File: src/rtl/mult_share_seq.sv
// mult_share_seq: two-port arbiter and sequencer for the shared shift-add multiplier datapath.
// Define MULT_SHARE_RR_EN for round-robin tie breaking; otherwise requester 0 wins ties.
module mult_share_seq #(
  parameter int NBITS = 16
) (
  input  logic                     clk,
  input  logic                     reset,
  input  logic [1:0]               req,
  input  logic                     dp_p0,
  output logic [1:0]               gnt,
  output logic                     busy,
  output logic                     done,
  output logic                     done_id,
  output logic                     dp_sel,
  output logic                     dp_load,
  output logic                     dp_add,
  output logic                     dp_write,
  output logic                     dp_shft,
  output logic [$clog2(NBITS):0]   bit_cnt
);
  localparam int CW = $clog2(NBITS) + 1;
  localparam logic [CW-1:0] LAST = CW'(NBITS);
`ifdef MULT_SHARE_RR_EN
  localparam bit RR = 1'b1;
`else
  localparam bit RR = 1'b0;
`endif

  typedef enum logic [2:0] {S_IDLE, S_LOAD, S_ADD, S_SHIFT, S_DONE} state_t;

  state_t        r_state, w_next;
  logic [CW-1:0] r_cnt, w_cnt_inc;
  logic          r_sel, r_last, r_done_id, w_win;

  assign w_cnt_inc = r_cnt + CW'(1);
  // Requester 1 wins alone, or on a tie when round-robin says it is its turn.
  assign w_win = req[1] & (~req[0] | (RR & ~r_last));

  always_ff @(posedge clk) begin
    if (reset) begin
      r_state   <= S_IDLE;
      r_cnt     <= '0;
      r_sel     <= 1'b0;
      r_last    <= 1'b1;
      r_done_id <= 1'b0;
    end else begin
      r_state   <= w_next;
      r_cnt     <= r_state == S_LOAD ? '0 : r_state == S_SHIFT ? w_cnt_inc : r_cnt;
      r_sel     <= (r_state == S_IDLE && |req) ? w_win : r_sel;
      r_done_id <= (r_state == S_SHIFT && w_next == S_DONE) ? r_sel : r_done_id;
      r_last    <= r_state == S_DONE ? r_sel : r_last;
    end
  end

  always_comb begin
    w_next = r_state == S_IDLE  ? (|req ? S_LOAD : S_IDLE) :
             r_state == S_LOAD  ? S_ADD :
             r_state == S_ADD   ? S_SHIFT :
             r_state == S_SHIFT ? (w_cnt_inc == LAST ? S_DONE : S_ADD) :
                                  S_IDLE;
  end

  always_comb begin
    busy     = r_state != S_IDLE;
    gnt      = busy ? (r_sel ? 2'b10 : 2'b01) : 2'b00;
    dp_sel   = r_sel;
    dp_load  = r_state == S_LOAD;
    dp_add   = r_state == S_ADD && dp_p0;
    dp_write = r_state == S_ADD && dp_p0;
    dp_shft  = r_state == S_SHIFT;
    done     = r_state == S_DONE;
    done_id  = r_done_id;
    bit_cnt  = r_cnt;
  end
endmodule

File: config.mk
export PLATFORM = sky130hd
export DESIGN_NAME = mult_share_seq
export DESIGN_NICKNAME = d
export VERILOG_FILES = /design/src/rtl/mult_share_seq.sv
export SDC_FILE = /design/constraint.sdc
export NUM_CORES = 1
export LEC_CHECK = 0
export CAP_MARGIN = 10
export CORE_AREA = 2 2 39 41
export CTS_BUF_LIST = sky130_fd_sc_hd__clkbuf_2
export CTS_CLUSTER_SIZE = 24
export DETAILED_ROUTE_END_ITERATION = 16
export DIE_AREA = 0 0 41 43
export PLACE_DENSITY = 0.74
export SETUP_SLACK_MARGIN = 0.15
export SLEW_MARGIN = 20
export SYNTH_ARGS = -nofsm -noshare
export SYNTH_HDL_FRONTEND = slang
export SYNTH_SLANG_ARGS = --single-unit
File: constraint.sdc
create_clock -name clk -period 1.6 [get_ports clk]
set_input_delay 0.32 -clock clk [delete_from_list [all_inputs] [get_ports clk]]
set_output_delay 0.32 -clock clk [all_outputs]
set_load 0.02 [all_outputs]
==> results summary, run 1 <==
The largest individual stage delay along the critical path comes from the cell dfxtp_4. Across the VDD grid, the largest voltage drop is a little over 400 uV. The floorplan step defined a die boundary enclosing 1760 um^2.

The required time reported for the critical path endpoint came out at about 1.3 ns. Synthesis inferred 10 register bits. The total power is between 0.0005 and 0.0006 W. The clock passes through at most 2 buffers.

The initial antenna violation count is 0. The number of standard cells after synthesis came out at 64. After detailed routing, the average wire length per cell comes to 11.7 um. Data on the critical path arrives at its endpoint at 1.16 ns. The core region is ~1400 um^2. The worst setup path is launched from a register. In this run the static leakage power is approximately 0.39 nW. Before antenna repair, the detailed router went through 4 iterations. The number of buffers inserted during clock tree synthesis came out at 3. The boundary pin count is 20. The number of global-route vias before repair came out at between 400 and 500. The run finished with clean final reports.

The family with the most delay on the worst path is flip-flops. The final max-slew violation count came to 0. The signal on the critical path passes through nor3_4 -> buf_6 -> nor2_2 -> buf_6. The sum of routed wire length over all layers came out at ~1300 um. The final routed DRC violation total came out at 0. The routed layout has about 550 vias. After detailed placement, the total cell area comes to a little under 800 um^2. The initial core utilization came out at about two fifths.

Global routing used 16.4% of the available tracks. The time the worst path needs with I/O delays and setup came out at ~1.5 ns. TritonCTS built the clock tree.

The area occupied by multi-input gates came out at 395 um^2. The most numerous cell on the critical path is buf_6. After layout, the worst path uses slightly above 90% of the clock period.

When the netlist entered floorplanning its net count stood at roughly 70. The highest cell delay on the worst timing path came out at between 0.3 and 0.4 ns. The sequential share of the synthesized area came out at roughly 36%. The finished cells cover roughly 900 um^2. In this run the power density over the cells is 629 nW/um^2. The largest clock skew in the final design is 0.00687 ns. By startpoint and endpoint, the worst setup path is classified as register to primary output. The number of input and output port buffers inserted came out at 19. The buffers plus inverters on the worst setup path came out at 2. The average via count per standard cell came out at about 5. Clock-pin slew was measured on the worst setup and hold paths at 0.10 ns.

The number of violations of the max-capacitance limit came out at 0. The number of setup violations in the final report is 0. The maximum fanout along the worst path came out at 5. STA classifies the critical path endpoint as a primary output. For the final routed database, the setup TNS stands at 0 ns. The first-pass GRT wire length came out at between 1500 and 2000 um. The cell at the root of the clock tree is clkbuf_2. The count of standard-cell rows is 14. The number of nets still failing antenna checks after routing came out at 0.

Summing every instance area after synthesis gives 562 um^2. In this run the number of H-tree levels came out at 1. The placer's final routability congestion estimate came out at 0.758. Detailed placement finished with a half-perimeter wire length of about 840 um. In the final design database the tool counted 102 nets. The average instance area after synthesis is just under 9 um^2. The number of diodes added for antenna fixing came out at 0.

The clock sink total is 10. The area taken by flip-flops and latches came out at 219 um^2. Fill cells in the final layout number around 120. The path category of the worst min-delay check is register to register. Setup repair after global routing could not meet its margin everywhere. Leaving out fill and tap cells, the most frequent cell in the layout is buf_4. In the layout the commonest cells are 9 x buf_4, 8 x dlygate4sd2_1, 7 x nor2_1. The fmax is 0.676 GHz.

The post-route netlist has 45.7% of its cells at a drive strength greater than 1. The synthesis warning total came out at 0. After the first detailed-routing iteration, the DRC count stood at 4. The total congestion overflow came out at 0. The number of failing hold endpoints at the final stage came to 0.

The area overhead of the layout relative to synthesis is 63.9%. The slew at the pin with the worst max-slew slack is between 0.2 and 0.25 ns. The largest net degree at the start of global routing is 9. The clock network latency to the later pin of the worst-skew pair is around 0.26 ns. The worst slew margin relative to its limit came out at a little over four fifths. The number of distinct standard cells referenced by the synthesized netlist came out at 31. The x dimension of the die is slightly above 40 um. Measured along the y axis, the die boundary spans 43 um.
-- power by group --
part	internal (W)	total, W	switching, W
clock	0.0000543	0.000145	0.0000910
sequential	0.000256	0.000274	0.0000189
combinational	0.0000869	0.000160	0.0000730
-- state kept, by name, summed over array words and instances (netlist names) --
register  flops
dp_sel        1
done_id       1
r_state       3
bit_cnt       5
-- metal layers --
metal  routed length (um)  vias to the layer above  track usage [%]  part of all wire [%]
met4                   14                        0             8.00                   1.1
met2                  654                       12             23.8                    51
li1                     -                      283                -                     -
met3                   46                        2             3.14                   3.6
met1                  568                      252             22.3                    44
met5                    0                        -                0                     0
-- per-stage QoR --
stage | util, % | setup WS (ns) | hold WS, ns | std cells
2_1_floorplan | - | 0.142 | 0.393 | 64
3_3_place_gp | 56.0 | -0.299 | 0.472 | 98
3_5_place_dp | 56.0 | -0.319 | 0.478 | 98
4_1_cts | 61.0 | 0.0309 | 0.489 | 108
5_1_grt | 66.5 | 0.0410 | 0.524 | 110
6_report | 66.5 | 0.122 | 0.479 | 110
-- Yosys cell counts (all sizes together) --
| cell | n | area (um^2) |
|---|---|---|
| nor4 | 1 | 6.26 |
| o21ai | 2 | 10.0 |
| and2b | 1 | 8.76 |
| a41oi | 1 | 8.76 |
| mux2i | 2 | 20.0 |
| buf | 4 | 27.5 |
| a211oi | 1 | 7.51 |
| nand3 | 3 | 15.0 |
| a21oi | 2 | 10.0 |
| xnor2 | 1 | 8.76 |
| inv | 1 | 3.75 |
| and3b | 1 | 10.0 |
| o22ai | 1 | 12.5 |
| or3 | 2 | 17.5 |
| dfxtp | 10 | 200 |
| nand4 | 1 | 6.26 |
| nor2b | 1 | 6.26 |
| nand2 | 4 | 15.0 |
| nor3b | 2 | 15.0 |
| and2 | 1 | 6.26 |
| nand2b | 4 | 35.0 |
| ha | 2 | 25.0 |
| nor2 | 9 | 33.8 |
| or2 | 1 | 6.26 |
| nor3 | 3 | 20.0 |
| xor2 | 3 | 26.3 |
-- cell families after synthesis --
kind of cell	after synthesis	synth area share [%]
AOI/OAI and AO/OA	7	8.69
xor gates and xnor gates	4	6.24
adders and majority gates	2	4.45
buffers and inverters	5	5.57
DFF	10	35.6
muxes	2	3.56
and+or+nand+nor	34	35.9
-- repair_timing --
action	4_1_cts	5_1_grt
buffers inserted	6	2
setup endpoints to repair	16	10
hold buffers	0	0
resized for setup	53	16
pin swaps	3	5
cloned	0	0
-- final timing paths --
check        startpoint       to  slack (ns)  cells past startpoint
max          r_state[0]   gnt[0]        0.12                      4
min             done_id  done_id        0.48                      2
max reg2reg  bit_cnt[1]  done_id        0.21                      5
min reg2reg     done_id  done_id        0.48                      2
-- worst min-delay path, cell delays in order (launching register included) --
cell and delay [ns]:
dfxtp_1 0.32, nand2b_1 0.06, mux2i_1 0.06
-- layout make-up --
cell class,instances,share of cell area (%)
sequential,10,23.8
multi-input combinational,49,42.9
clock buffer,3,1.63
clock inverter,1,0.408
inverter,1,0.408
timing repair buffer,30,28.7
tap,16,2.17
Note: power is estimated with default switching activity, not from simulation.
==> inputs of run 2 (changes only) <==
CORE_AREA = not set   (was 2 2 39 41)
CORE_MARGIN = 8   (was not set)
CORE_UTILIZATION = 40   (was not set)
DIE_AREA = not set   (was 0 0 41 43)
PLACE_DENSITY = 0.73   (was 0.74)
clock period = 1.2 ns   (was 1.6 ns; I/O delays follow)
==> results summary, run 2 (same netlist as run 1, synthesis figures left out) <==
The average via count per standard cell came out at 5.23 (was 4.99). The total congestion overflow came out at 0 (unchanged). The detail-routed net length per standard cell is 18.6 um (was 11.7 um). The final hold slack is 0.514 ns (was 0.479 ns). The clock network latency to the later pin of the worst-skew pair is 0.27 ns (was 0.26 ns). The number of flip-flops in the largest register is 5 (unchanged). The clock network fraction of design power was 23.0% (was 25.1%).

The largest clock skew in the final design came out at 0.0303 ns (was 0.00687 ns). The largest net degree at the start of global routing came to 9 (unchanged). The standard cell with the maximum stage delay on the critical path is dfxtp_4 (unchanged). The post-placement setup slack is -0.588 ns (was -0.319 ns). The die height came out at 53.5 um (was 43 um). Leading cell types in the layout, fill and taps excluded: 25 x buf_6, 22 x buf_4, 7 x nor2_1, 7 x dfxtp_4 (was 9 x buf_4, 8 x dlygate4sd2_1, 7 x nor2_1). The arrival time of data at the critical path endpoint is 1.65 ns (was 1.16 ns).

The sort of element at the start of the critical path was a register (unchanged). The relative contribution of combinational cells to total power is 38.3% (was 27.6%). The leading cell type in the layout, fill and taps excluded is buf_6 (was buf_4).

The sequential share of power is 38.7% (was 47.3%). The area of the die came out at 2860 um^2 (was 1760 um^2). The path category of the worst min-delay check is register to register (unchanged). The family with the most delay on the worst path is simple AND/OR/NAND/NOR gates (was flip-flops). The boundary pin count is 20 (unchanged).

The vias after detailed routing is 691 (was 549). The worst-case setup margin in the final layout is -0.243 ns (was 0.122 ns). The net switching fraction of the power came out at 32.6% (was 31.6%). The number of nets still failing antenna checks after routing came out at 0 (unchanged). The sum of routed wire length over all layers is 2460 um (was 1280 um). The checks that failed: negative setup slack. The fmax came out at 0.693 GHz. The placer's final routability congestion estimate came to 0.711 (was 0.758).

The required time reported for the critical path endpoint came to 1.41 ns (was 1.28 ns). The clock-pin slew on the worst setup and hold paths came out at 0.13 ns (was 0.10 ns). The share of post-route cells with drive strength above 1 is 75.2% (was 45.7%). The number of buffers inserted during clock tree synthesis came out at 3 (unchanged).

List of cells traversed by the critical path: ha_4 -> nand3_1 -> or3_4 -> o22ai_2 -> mux2i_1 (was nor3_4 -> buf_6 -> nor2_2 -> buf_6). RSZ-0062 raised after global routing: true (unchanged). The worst slew margin relative to its limit is 81.1% (was 84.0%). The number of diodes added for antenna fixing came out at 0 (unchanged). The total routing usage reported by global routing is 15.2% (was 16.4%).

The estimated wirelength of the detail-placed design was 1210 um (was 838 um). The kind of critical path was register to register (was register to primary output). The leakage component of the power is 0.521 nW (was 0.385 nW).

The internal power consumption came to 0.000635 W (was 0.000397 W). The clock sink total came out at 10 (unchanged). The maximum fanout along the worst path came out at 4 (was 5). The number of filler cells placed in the layout is 42 (was 116). The x dimension of the die is 53.5 um (was 41 um). The slew at the pin with the worst max-slew slack came out at 0.283 ns (was 0.239 ns). The count of standard-cell rows is 13 (was 14). The total negative slack is -2.53 ns (was 0 ns). The worst-case vdd ir drop was 817 uV (was 415 uV). The initial antenna violation count came out at 0 (unchanged).

The violation count after the first detailed-route iteration came out at 16 (was 4). The buffers plus inverters on the worst setup path came to 0 (was 2). The number of input and output port buffers inserted came out at 19 (unchanged). The final-stage net count is 125 (was 102). The highest cell delay on the worst timing path is 0.40 ns (was 0.39 ns).

The final max-slew violation count came out at 0 (unchanged). The number of failing hold endpoints at the final stage is 0 (unchanged). The time the worst path needs with I/O delays and setup is roughly 1.4 ns.

Run status: finished, violations left (was complete, no violations). The power per cell area came out at 766 nW/um^2 (was 629 nW/um^2). The area overhead of the layout relative to synthesis came out at 119% (was 63.9%). The final routed DRC violation total came to 0 (unchanged). The first-pass GRT wire length came out at 3240 um (was 1950 um). The area of the core came out at 1300 um^2 (was 1380 um^2). The initial core utilization was 43.2% (was 40.6%). The total iterations of the first detailed-routing run was 4 (unchanged). The number of setup violations in the final report came out at 16 (was 0). The number of violations of the max-capacitance limit came out at 0 (unchanged). The nature of the critical path endpoint is a register (was primary output). The ratio of final minimum period to clock period came out at 120%. The CTS tree is yes (unchanged).

The H-tree depth reported by CTS is 1 (unchanged). The number of buffers between clock root and the deepest sink came out at 2 (unchanged). The switching power total is 0.000307 W (was 0.000183 W). The cell at the root of the clock tree is clkbuf_2 (unchanged).

The number of global-route vias before repair came out at 726 (was 464).
run 2: worst register-to-register path, delay by kind of cell, from the launching register on:
kind                     cells  cell delay [ns]
adder cells (fa/ha/maj)      1             0.14
multiplexers                 1             0.21
AO/OA/AOI/OAI                1             0.20
flip-flops                   1             0.40
AND/OR/NAND/NOR              2             0.41
run 2: per-stage QoR:
| step | util, % | cells | total power (W) | instance area (um^2) |
|---|---|---|---|---|
| after floorplan | - | 64 | 0.000494 | 644 |
| after global placement | 71.1 | 109 | 0.000588 | 925 |
| after detailed placement | 71.1 | 109 | 0.000593 | 925 |
| after CTS | 84.7 | 124 | 0.000870 | 1100 |
| after global routing | 94.5 | 132 | 0.000987 | 1230 |
| final | 94.5 | 132 | 0.000942 | 1230 |
run 2: power by group through the flow:
stage	sequential [W]	clock [W]	combinational (W)
floorplan	0.000373	0	0.000121
detailed placement	0.000382	0	0.000212
global route	0.000367	0.000244	0.000375
CTS	0.000367	0.000215	0.000289
global placement	0.000380	0	0.000207
finish	0.000365	0.000217	0.000360
run 2: timing repair:
action                                 in CTS  in global routing
hold buffers                                0                  0
setup endpoints to repair                  24                 24
setup buffers                              11                  8
resized for setup                         104                 17
endpoints found under the hold margin       0                  0
pin swaps                                   8                  9
run 2: area by class of cell:
cell class / instances / area, um^2 / area share [%]
Inverter: 1 / 3.75 / 0.305
Sequential cell: 10 / 229 / 18.6
Tap cell: 15 / 18.8 / 1.53
Clock buffer: 4 / 20.0 / 1.63
Multi-Input combinational cell: 49 / 447 / 36.3
Timing Repair Buffer: 53 / 512 / 41.6
run 2: final timing paths:
path              startpoint         end  slack, ns  depth (start not counted)
setup / recovery  bit_cnt[0]     done_id      -0.24                          5
hold / removal    r_state[0]  r_state[0]       0.51                          1
setup reg to reg  bit_cnt[0]     done_id      -0.24                          5
hold reg to reg   r_state[0]  r_state[0]       0.51                          1
run 2: routing by layer:
layer	global-route usage (%)	vias to the layer above	share of wire, %
li1	-	326	-
met3	5.88	8	6.3
met4	4.62	0	2.6
met1	17.7	326	42
met5	0	-	0
met2	24.8	31	49
